$ cat config.mk
export PLATFORM = sky130hd
export DESIGN_NAME = spi_reg_ctrl_flat
export DESIGN_NICKNAME = d
export VERILOG_FILES = /design/src/rtl/spi_reg_ctrl_if.sv /design/src/rtl/spi_reg_ctrl.sv /design/src/flat_wrapper.sv
export SDC_FILE = /design/constraint.sdc
export NUM_CORES = 1
export LEC_CHECK = 0
export ABC_AREA = 1
export CAP_MARGIN = 0
export CORE_MARGIN = 1.5
export CORE_UTILIZATION = 47
export CTS_CLUSTER_SIZE = 12
export DETAILED_ROUTE_END_ITERATION = 8
export PLACE_DENSITY = 0.89
export SYNTH_ARGS = -nofsm -noshare
export SYNTH_HDL_FRONTEND = slang
export SYNTH_SLANG_ARGS = --single-unit
$ cat constraint.sdc
create_clock -name clk -period 1.35 [get_ports clk]
set_input_delay 0.27 -clock clk [delete_from_list [all_inputs] [get_ports clk]]
set_output_delay 0.27 -clock clk [all_outputs]
set_load 0.01 [all_outputs]
$ cat src/rtl/spi_reg_ctrl_if.sv
// Signal bundle between the spi_reg_ctrl sequencer, the spiSlave byte port and the register bus.
// master is the sequencer side; slave is the spiSlave / register file side.
interface spi_reg_ctrl_if #(
    parameter int unsigned DATA_WDT = 8,
    parameter int unsigned ADDR_WDT = DATA_WDT - 1
);
    logic                ssel;
    logic [DATA_WDT-1:0] rxData;
    logic                rxRdy;
    logic [DATA_WDT-1:0] txData;
    logic                txLoad;
    logic [ADDR_WDT-1:0] busAddr;
    logic [DATA_WDT-1:0] busWrData;
    logic                busWr;
    logic                busRd;
    logic [DATA_WDT-1:0] busRdData;
    logic                busAck;
    logic                busy;
    logic                errOverrun;
    logic                errTimeout;

    modport master (
        input  ssel, rxData, rxRdy, busRdData, busAck,
        output txData, txLoad, busAddr, busWrData, busWr, busRd, busy, errOverrun, errTimeout
    );

    modport slave (
        output ssel, rxData, rxRdy, busRdData, busAck,
        input  txData, txLoad, busAddr, busWrData, busWr, busRd, busy, errOverrun, errTimeout
    );
endinterface

$ cat src/rtl/spi_reg_ctrl.sv
// SPI byte stream to register bus sequencer: command byte, then write data or read stream.
// Define SPI_REG_CTRL_TIMEOUT_EN to abort bus requests not acknowledged within TIMEOUT_CYC.
module spi_reg_ctrl #(
    parameter int unsigned         DATA_WDT    = 8,
    parameter int unsigned         ADDR_WDT    = DATA_WDT - 1,
    parameter int unsigned         TIMEOUT_CYC = 16,
    parameter logic [DATA_WDT-1:0] FILL_BYTE   = 8'hFF
) (
    input logic            clk,
    input logic            reset,
    spi_reg_ctrl_if.master sif
);
    typedef enum logic [2:0] {
        StIdle,
        StCmd,
        StWdata,
        StWrBus,
        StRdBus,
        StRdStream
    } state_e;

    state_e              state_q, state_d;
    logic                ssel_meta_q, ssel_sync_q, ssel_prev_q;
    logic [ADDR_WDT-1:0] addr_q, addr_d;
    logic [DATA_WDT-1:0] wr_data_q, wr_data_d;
    logic [DATA_WDT-1:0] tx_data_q, tx_data_d;
    logic                tx_load_q, tx_load_d;
    logic                bus_wr_q, bus_wr_d;
    logic                bus_rd_q, bus_rd_d;
    logic                err_ovr_q, err_ovr_d;
    logic                err_tmo_q, err_tmo_d;
    logic                frame_start, frame_end, expire;

    assign frame_start = ssel_prev_q & ~ssel_sync_q;
    assign frame_end   = ssel_sync_q;

`ifdef SPI_REG_CTRL_TIMEOUT_EN
    localparam int unsigned TmoW = $clog2(TIMEOUT_CYC + 1);

    logic [TmoW-1:0] tmo_q, tmo_d;
    logic            in_bus;

    // Counter restarts on every entry to a bus state; ack on the expiry cycle still wins.
    assign in_bus = (state_q == StWrBus) || (state_q == StRdBus);
    assign tmo_d  = in_bus ? tmo_q + 1'b1 : '0;
    assign expire = in_bus && !sif.busAck && (tmo_q == TmoW'(TIMEOUT_CYC - 1));

    always_ff @(posedge clk or posedge reset) begin
        if (reset) begin
            tmo_q <= '0;
        end else begin
            tmo_q <= tmo_d;
        end
    end
`else
    logic unused_cfg;

    assign expire     = 1'b0;
    assign unused_cfg = (TIMEOUT_CYC != 0);
`endif

    always_comb begin
        state_d   = state_q;
        addr_d    = addr_q;
        wr_data_d = wr_data_q;
        tx_data_d = tx_data_q;
        tx_load_d = 1'b0;
        bus_wr_d  = bus_wr_q;
        bus_rd_d  = bus_rd_q;
        err_ovr_d = err_ovr_q;
        err_tmo_d = err_tmo_q;

        unique case (state_q)
            StIdle: begin
                if (frame_start) begin
                    tx_data_d = '0;
                    tx_load_d = 1'b1;
                    err_ovr_d = 1'b0;
                    err_tmo_d = 1'b0;
                    state_d   = StCmd;
                end
            end
            StCmd: begin
                if (frame_end) begin
                    state_d = StIdle;
                end else if (sif.rxRdy) begin
                    addr_d = sif.rxData[ADDR_WDT-1:0];
                    if (sif.rxData[DATA_WDT-1]) begin
                        bus_rd_d = 1'b1;
                        state_d  = StRdBus;
                    end else begin
                        state_d = StWdata;
                    end
                end
            end
            StWdata: begin
                if (frame_end) begin
                    state_d = StIdle;
                end else if (sif.rxRdy) begin
                    wr_data_d = sif.rxData;
                    bus_wr_d  = 1'b1;
                    state_d   = StWrBus;
                end
            end
            StWrBus: begin
                if (sif.rxRdy) begin
                    err_ovr_d = 1'b1;
                end
                if (sif.busAck || expire) begin
                    bus_wr_d = 1'b0;
                    addr_d   = addr_q + 1'b1;
                    state_d  = frame_end ? StIdle : StWdata;
                    if (expire) begin
                        err_tmo_d = 1'b1;
                    end
                end
            end
            StRdBus: begin
                if (sif.rxRdy) begin
                    err_ovr_d = 1'b1;
                end
                if (sif.busAck || expire) begin
                    bus_rd_d = 1'b0;
                    addr_d   = addr_q + 1'b1;
                    if (expire) begin
                        err_tmo_d = 1'b1;
                    end
                    // A read finishing after ssel rose is dropped: nobody will shift it out.
                    if (frame_end) begin
                        state_d = StIdle;
                    end else begin
                        tx_data_d = expire ? FILL_BYTE : sif.busRdData;
                        tx_load_d = 1'b1;
                        state_d   = StRdStream;
                    end
                end
            end
            StRdStream: begin
                if (frame_end) begin
                    state_d = StIdle;
                end else if (sif.rxRdy) begin
                    bus_rd_d = 1'b1;
                    state_d  = StRdBus;
                end
            end
            default: begin
                bus_wr_d = 1'b0;
                bus_rd_d = 1'b0;
                state_d  = StIdle;
            end
        endcase
    end

    always_ff @(posedge clk or posedge reset) begin
        if (reset) begin
            state_q     <= StIdle;
            ssel_meta_q <= 1'b1;
            ssel_sync_q <= 1'b1;
            ssel_prev_q <= 1'b1;
            addr_q      <= '0;
            wr_data_q   <= '0;
            tx_data_q   <= '0;
            tx_load_q   <= 1'b0;
            bus_wr_q    <= 1'b0;
            bus_rd_q    <= 1'b0;
            err_ovr_q   <= 1'b0;
            err_tmo_q   <= 1'b0;
        end else begin
            state_q     <= state_d;
            ssel_meta_q <= sif.ssel;
            ssel_sync_q <= ssel_meta_q;
            ssel_prev_q <= ssel_sync_q;
            addr_q      <= addr_d;
            wr_data_q   <= wr_data_d;
            tx_data_q   <= tx_data_d;
            tx_load_q   <= tx_load_d;
            bus_wr_q    <= bus_wr_d;
            bus_rd_q    <= bus_rd_d;
            err_ovr_q   <= err_ovr_d;
            err_tmo_q   <= err_tmo_d;
        end
    end

    assign sif.txData     = tx_data_q;
    assign sif.txLoad     = tx_load_q;
    assign sif.busAddr    = addr_q;
    assign sif.busWrData  = wr_data_q;
    assign sif.busWr      = bus_wr_q;
    assign sif.busRd      = bus_rd_q;
    assign sif.busy       = (state_q != StIdle);
    assign sif.errOverrun = err_ovr_q;
    assign sif.errTimeout = err_tmo_q;
endmodule

$ cat src/flat_wrapper.sv
// flat-port wrapper written by rule: the top's interface ports become plain ports
module spi_reg_ctrl_flat 
#(
    parameter int unsigned         DATA_WDT    = 8,
    parameter int unsigned         ADDR_WDT    = DATA_WDT - 1,
    parameter int unsigned         TIMEOUT_CYC = 16,
    parameter logic [DATA_WDT-1:0] FILL_BYTE   = 8'hFF
)
  (clk, reset, sif_ssel, sif_rxData, sif_rxRdy, sif_busRdData, sif_busAck, sif_txData, sif_txLoad, sif_busAddr, sif_busWrData, sif_busWr, sif_busRd, sif_busy, sif_errOverrun, sif_errTimeout);
  spi_reg_ctrl_if #(.DATA_WDT(DATA_WDT), .ADDR_WDT(ADDR_WDT)) sif_i ();
  input logic clk;
  input logic reset;
  input wire logic [$bits(sif_i.ssel)-1:0] sif_ssel;
  input wire logic [$bits(sif_i.rxData)-1:0] sif_rxData;
  input wire logic [$bits(sif_i.rxRdy)-1:0] sif_rxRdy;
  input wire logic [$bits(sif_i.busRdData)-1:0] sif_busRdData;
  input wire logic [$bits(sif_i.busAck)-1:0] sif_busAck;
  output wire logic [$bits(sif_i.txData)-1:0] sif_txData;
  output wire logic [$bits(sif_i.txLoad)-1:0] sif_txLoad;
  output wire logic [$bits(sif_i.busAddr)-1:0] sif_busAddr;
  output wire logic [$bits(sif_i.busWrData)-1:0] sif_busWrData;
  output wire logic [$bits(sif_i.busWr)-1:0] sif_busWr;
  output wire logic [$bits(sif_i.busRd)-1:0] sif_busRd;
  output wire logic [$bits(sif_i.busy)-1:0] sif_busy;
  output wire logic [$bits(sif_i.errOverrun)-1:0] sif_errOverrun;
  output wire logic [$bits(sif_i.errTimeout)-1:0] sif_errTimeout;
  assign sif_i.ssel = sif_ssel;
  assign sif_i.rxData = sif_rxData;
  assign sif_i.rxRdy = sif_rxRdy;
  assign sif_i.busRdData = sif_busRdData;
  assign sif_i.busAck = sif_busAck;
  assign sif_txData = sif_i.txData;
  assign sif_txLoad = sif_i.txLoad;
  assign sif_busAddr = sif_i.busAddr;
  assign sif_busWrData = sif_i.busWrData;
  assign sif_busWr = sif_i.busWr;
  assign sif_busRd = sif_i.busRd;
  assign sif_busy = sif_i.busy;
  assign sif_errOverrun = sif_i.errOverrun;
  assign sif_errTimeout = sif_i.errTimeout;
  spi_reg_ctrl #(.DATA_WDT(DATA_WDT), .ADDR_WDT(ADDR_WDT), .TIMEOUT_CYC(TIMEOUT_CYC), .FILL_BYTE(FILL_BYTE)) u_core (.clk(clk), .reset(reset), .sif(sif_i));
endmodule
# Word level (Yosys, flattened, before mapping)
# Cells that the tools add are included.
# classes
bitwise	4
div	0
shifts	0
mux	35
order_cmp	0
eq_ne	21
n_reduce_logical	15
n_addsub	1
mul	0
# op_table
cell	count
$mux W3	11
$mux W8	3
$mux W7	3
$ne A2 B2 Y1 const B	10
$pmux W3 S6	1
$pmux W8 S2	1
$pmux W7 S2	1
$reduce_and A4 Y1	3
$mux W1	10
$ne A3 B2 Y1 const B	3
$add A7 B1 Y7 const B	1
$reduce_and A7 Y1	1
$eq A3 B2 Y1 const B	2
$eq A3 B3 Y1 const B	2
$ne A2 B1 Y1 const B	3
$reduce_and A3 Y1	2
$reduce_and A6 Y1	1
$reduce_bool A2 Y1	3
$pmux W1 S2	2
$pmux W1 S4	1
$reduce_or A4 Y1	1
$eq A3 B1 Y1 const B	1
$logic_not A3 Y1	1
$not A1 Y1	3
other kinds (6)	6
# totals
mem_bits_rw	0
latchBits	0
output_inout_bits	29
wordCells	87
n_memories	0
in_bits	21
rom_bits	0
ff_bits	33

# Logic depth before layout (Yosys ltp)
# depth
word_depth	4
ltp_mapped	9
ltp_nobuf	8

# Least setup slack after synthesis
# No wires, ideal clock.
# synth_timing
path_type	register to register
from	register u_core.state_q[1]
to	register u_core.addr_q[4] (netlist: u_core.sif.busAddr[4])
period_less_slack_ns	1.262
arrival_ns	1.141
required_ns	1.229
stages_incl_launch_ff	9
slack_ns	0.088
cell_sequence	dfrtp_1 > buf_2 > nor2_4 > nand2_1 > nand2_2 > buf_4 > nand3_1 > nand3_1 > o21ai_1
# synth_between
elab_chain_cells	4
elab_cells_between_ends	10
cone_classes	eq/ne (6); mux (1); reduce/logical (3)
# synth_rtl
item	line_no	source
from (decl)	spi_reg_ctrl.sv:22	state_e state_q, state_d;
from (signal assigned)	spi_reg_ctrl.sv:156	state_q <= StIdle;
from (signal assigned)	spi_reg_ctrl.sv:169	state_q <= state_d;
$eq A3 B2 Y1 or $eq A3 B3 Y1 (tied branches)	spi_reg_ctrl.sv:73	unique case (state_q)
$reduce_or A2 Y1 (no line)	-	
$ne A2 B1 Y1 (no line) or $reduce_bool A2 Y1 (tied branches)	-	
$reduce_and A4 Y1 (no line)	-	
to (signal assigned)	spi_reg_ctrl.sv:173	addr_q <= addr_d;
to (decl)	spi_reg_ctrl.sv:24	logic [ADDR_WDT-1:0] addr_q, addr_d;
# Parallel ways exist; a longest one is shown, timed or not.
# A chain may end at the register's enable or synchronous reset.

# Final worst setup path
# layout_timing
from	register u_core.state_q[0]
to	register u_core.addr_q[0] (netlist: u_core.sif.busAddr[0])
# The elaborated chain is that of the path after synthesis.

==> metrics.txt <==
status finished, violations left; violations in the final reports setup timing; mean instance size in the synthesized netlist approximately 7.8 sq um; highest routing layer actually used met4; total count of max-transition violations in the final report 0; DR vias 1912; critical path fanouts, max 6; commonest non-fill, non-tap cell in the layout sky130_fd_sc_hd__nand2_1; main combinational cell family by area after synthesis simple AND/OR/NAND/NOR gates; leading cell types in the layout, fill and taps excluded 62 x sky130_fd_sc_hd__nand2_1, 30 x sky130_fd_sc_hd__dfrtp_1, 26 x sky130_fd_sc_hd__dlygate4sd2_1, 26 x sky130_fd_sc_hd__buf_4, 23 x sky130_fd_sc_hd__nand3_1; RSZ-0062 raised after global routing yes; number of diodes 0; overall die area 0.004030 sq mm; remaining antenna violation count after routing 0; overall track demand over capacity in global routing 22.43%; Pleak between 1 and 1.5 nW; height of the chip approximately 63 um; synth unique cells 27; antenna violations before repair 0; met2 wire len 2678 um; DRC errors left 0; drt total wl 5239 um; num ports 50; final critical-path share of the clock period 113.5%; ratio of routed vias to standard cells 5.401; Detailed Routing Iterations Pass 1 5; setup slack of the most critical reg-to-reg path -0.18 ns; library cell with the largest summed area after synthesis sky130_fd_sc_hd__dfrtp_1; CORE AREA approximately 0.0034 sq mm; synthesized instance count 219; element type at the critical path start flop; number of nets in the layout 329; required time of the critical path 1.62 ns; detailed route wirelength on metal3 366 um; adder-cell area share of the yosys netlist less than 1%; wire length of the first global-routing pass 7196 um; final count of negative-setup-slack endpoints 28; clock period minus final worst setup slack 1.533 ns; clock transition at the registers of the reported paths 0.10 ns; type of the setup path with the least slack flop to flop; number of fill cells in the layout 214; worst min path class input pin to asynchronous set/reset pin; share of post-route cells with drive strength above 1 between 30% and 40%; Synth Net Count 241; Area growth, synth to finish 60.84%; number of port buffers 48; sequential area share after synthesis around half; minimum hold slack 0.2905 ns; clock tree buffer depth 2; leading cell types by total area after synthesis sky130_fd_sc_hd__dfrtp_1 44%, sky130_fd_sc_hd__nand2_1 16%, sky130_fd_sc_hd__nand3_1 10%, sky130_fd_sc_hd__dfstp_2 4.6%, sky130_fd_sc_hd__inv_1 4.1%; detailed-route wire length per cell 14.80 um; FF+latch count, synth 33; post-DP HPWL between 3000 and 4000 um; RD Place Congestion roughly 0.97; setup TNS -2.502 ns; clock tree from TritonCTS done; number of failing hold endpoints at the final stage 0; count of synthesis-stage warnings from yosys 0; total congestion overflow after global routing 0; netlist area before placement 0.001719 sq mm; master cell of the clock root buffer sky130_fd_sc_hd__clkbuf_4; MaxCap Viol Count 0; Chip Width 63.48 um; Worst Slack Setup Final -0.1829 ns; maximum achievable frequency 0.6524 GHz; Synth top area share 43.67%; M1 wire length 2077 um; area fraction in compound gates after synthesis 6.041%; maximum number of pins on one net before global-route repair 34; post-synthesis share of cell area spent on and, or, nand and nor gates about 36%; number of buffers added by the clock tree synthesis step 5; starting utilization of the core area 50.33%; count of routing violations after the opening detailed-route iteration 187; clock network latency to the later pin of the worst-skew pair 0.34 ns; number of hold buffers added after cts 0; critical path capture point type flop; parity-gate share of the synthesized area counting xor and xnor cells 0.5095%; signal arrival time at the worst endpoint 1.80 ns; Power Dens Cells 1919 mW/mm^2; vias in the first global route ~1600; number of sinks on the clock net 33; maximum vdd drop 1183 uV; # rows 21; post-synthesis mux area share 0%; Max Clock Skew 0.006959 ns; Clock H-tree levels 2
[synthesized netlist by cell type]
master / n
sky130_fd_sc_hd__a21oi_1: 2
sky130_fd_sc_hd__nor2_1: 11
sky130_fd_sc_hd__nor2_8: 1
sky130_fd_sc_hd__buf_6: 2
sky130_fd_sc_hd__nand2_2: 4
sky130_fd_sc_hd__nand4_1: 3
sky130_fd_sc_hd__inv_4: 1
sky130_fd_sc_hd__inv_1: 19
sky130_fd_sc_hd__buf_4: 2
sky130_fd_sc_hd__nand3b_1: 1
sky130_fd_sc_hd__clkbuf_1: 1
sky130_fd_sc_hd__buf_2: 1
sky130_fd_sc_hd__nand3_1: 35
sky130_fd_sc_hd__ha_1: 1
sky130_fd_sc_hd__nand4_4: 1
sky130_fd_sc_hd__dfrtp_1: 30
sky130_fd_sc_hd__nand2_1: 73
sky130_fd_sc_hd__inv_2: 4
sky130_fd_sc_hd__xnor2_1: 1
sky130_fd_sc_hd__o21ai_1: 9
sky130_fd_sc_hd__nor2_2: 1
sky130_fd_sc_hd__o21ai_0: 8
sky130_fd_sc_hd__nor2_4: 2
sky130_fd_sc_hd__o21ai_2: 1
sky130_fd_sc_hd__dfstp_2: 3
sky130_fd_sc_hd__conb_1: 1
sky130_fd_sc_hd__nand3_2: 1
[cell families (layout without fill, tap and decap cells)]
family | count (synthesis) | count (layout)
DFF | 33 | 33
buffers and inverters | 30 | 118
xor gates and xnor gates | 1 | 1
and+or+nand+nor | 133 | 134
AOI/OAI and AO/OA | 20 | 20
adders and majority gates | 1 | 1
other | 1 | 1
[worst max-delay path, stage by stage, from the launching register on]
cell,delay (ns)
sky130_fd_sc_hd__dfrtp_1,0.43
sky130_fd_sc_hd__buf_6,0.14
sky130_fd_sc_hd__buf_6,0.12
sky130_fd_sc_hd__buf_4,0.13
sky130_fd_sc_hd__nand3_2,0.08
sky130_fd_sc_hd__nand2_4,0.10
sky130_fd_sc_hd__buf_6,0.15
sky130_fd_sc_hd__o21ai_2,0.15
sky130_fd_sc_hd__nand2_2,0.08
sky130_fd_sc_hd__o21ai_1,0.08
[report_power, final]
| part | switching [W] | total, W | leakage, nW | internal, W |
|---|---|---|---|---|
| Clock | 0.000329 | 0.000531 | 0.0293 | 0.000203 |
| Combinational | 0.00175 | 0.00320 | 0.984 | 0.00146 |
| Sequential | 0.000222 | 0.00157 | 0.422 | 0.00135 |
[flip-flops by register name, indices dropped and copies added, names as in the netlist]
register and cells:
u_core.sif.busAddr 7, u_core.sif.txData 8, u_core.sif.txLoad 1, u_core.state_q 3, u_core.sif.busWr 1, u_core.sif.busRd 1, u_core.ssel_meta_q 1, u_core.ssel_prev_q 1
u_core.sif.busWrData 8, u_core.sif.errOverrun 1, u_core.frame_end 1
[routing by layer]
metal,global-route usage (%),vias to the layer above
met5,0,-
li1,-,881
met3,5.536,18
met4,6.250,0
met1,31.03,903
met2,35.00,110
[through the flow]
step / cells / total power, W / util [%] / setup slack [ns] / cell area (sq um)
after floorplan: 219 / 0.002943 / - / 0.08800 / 1719
after global placement: 331 / 0.004196 / 70.73 / -0.1462 / 2416
after detailed placement: 331 / 0.004251 / 70.73 / -0.2500 / 2416
after CTS: 346 / 0.004699 / 74.07 / -0.1834 / 2530
after global routing: 354 / 0.005624 / 80.95 / -0.2168 / 2765
final: 354 / 0.005307 / 80.95 / -0.1829 / 2765
[path summary, 6_finish.rpt]
| path | start | endpoint | cells past startpoint |
|---|---|---|---|
| max | u_core.state_q[0] | u_core.sif.busAddr[0] | 9 |
| min | reset | u_core.sif.busWrData[1] | 3 |
| max reg2reg | u_core.state_q[0] | u_core.sif.busAddr[0] | 9 |
| min reg2reg | u_core.ssel_meta_q | u_core.frame_end | 0 |
| max in group asynchronous | reset | u_core.frame_end | 3 |
| min in group clk | sif_ssel | u_core.ssel_meta_q | 1 |
[cell type report]
class                      count  area [sq um]  area share [%]
timing repair buffer          85         779.5           28.19
timing repair inverter         1         7.507          0.2715
inverter                      24         102.6           3.710
multi-input combinational    157         938.4           33.94
tap                           46         57.56           2.081
clock buffer                   7         45.04           1.629
sequential                    33         829.5           30.00
clock inverter                 1         5.005          0.1810
[repair_timing]
item,in CTS,in global routing
buffers inserted,6,8
setup endpoints to repair,45,29
gates resized for setup,43,53
cloned,1,1
pin swaps,2,23
Note: power is estimated with default switching activity, not from simulation.
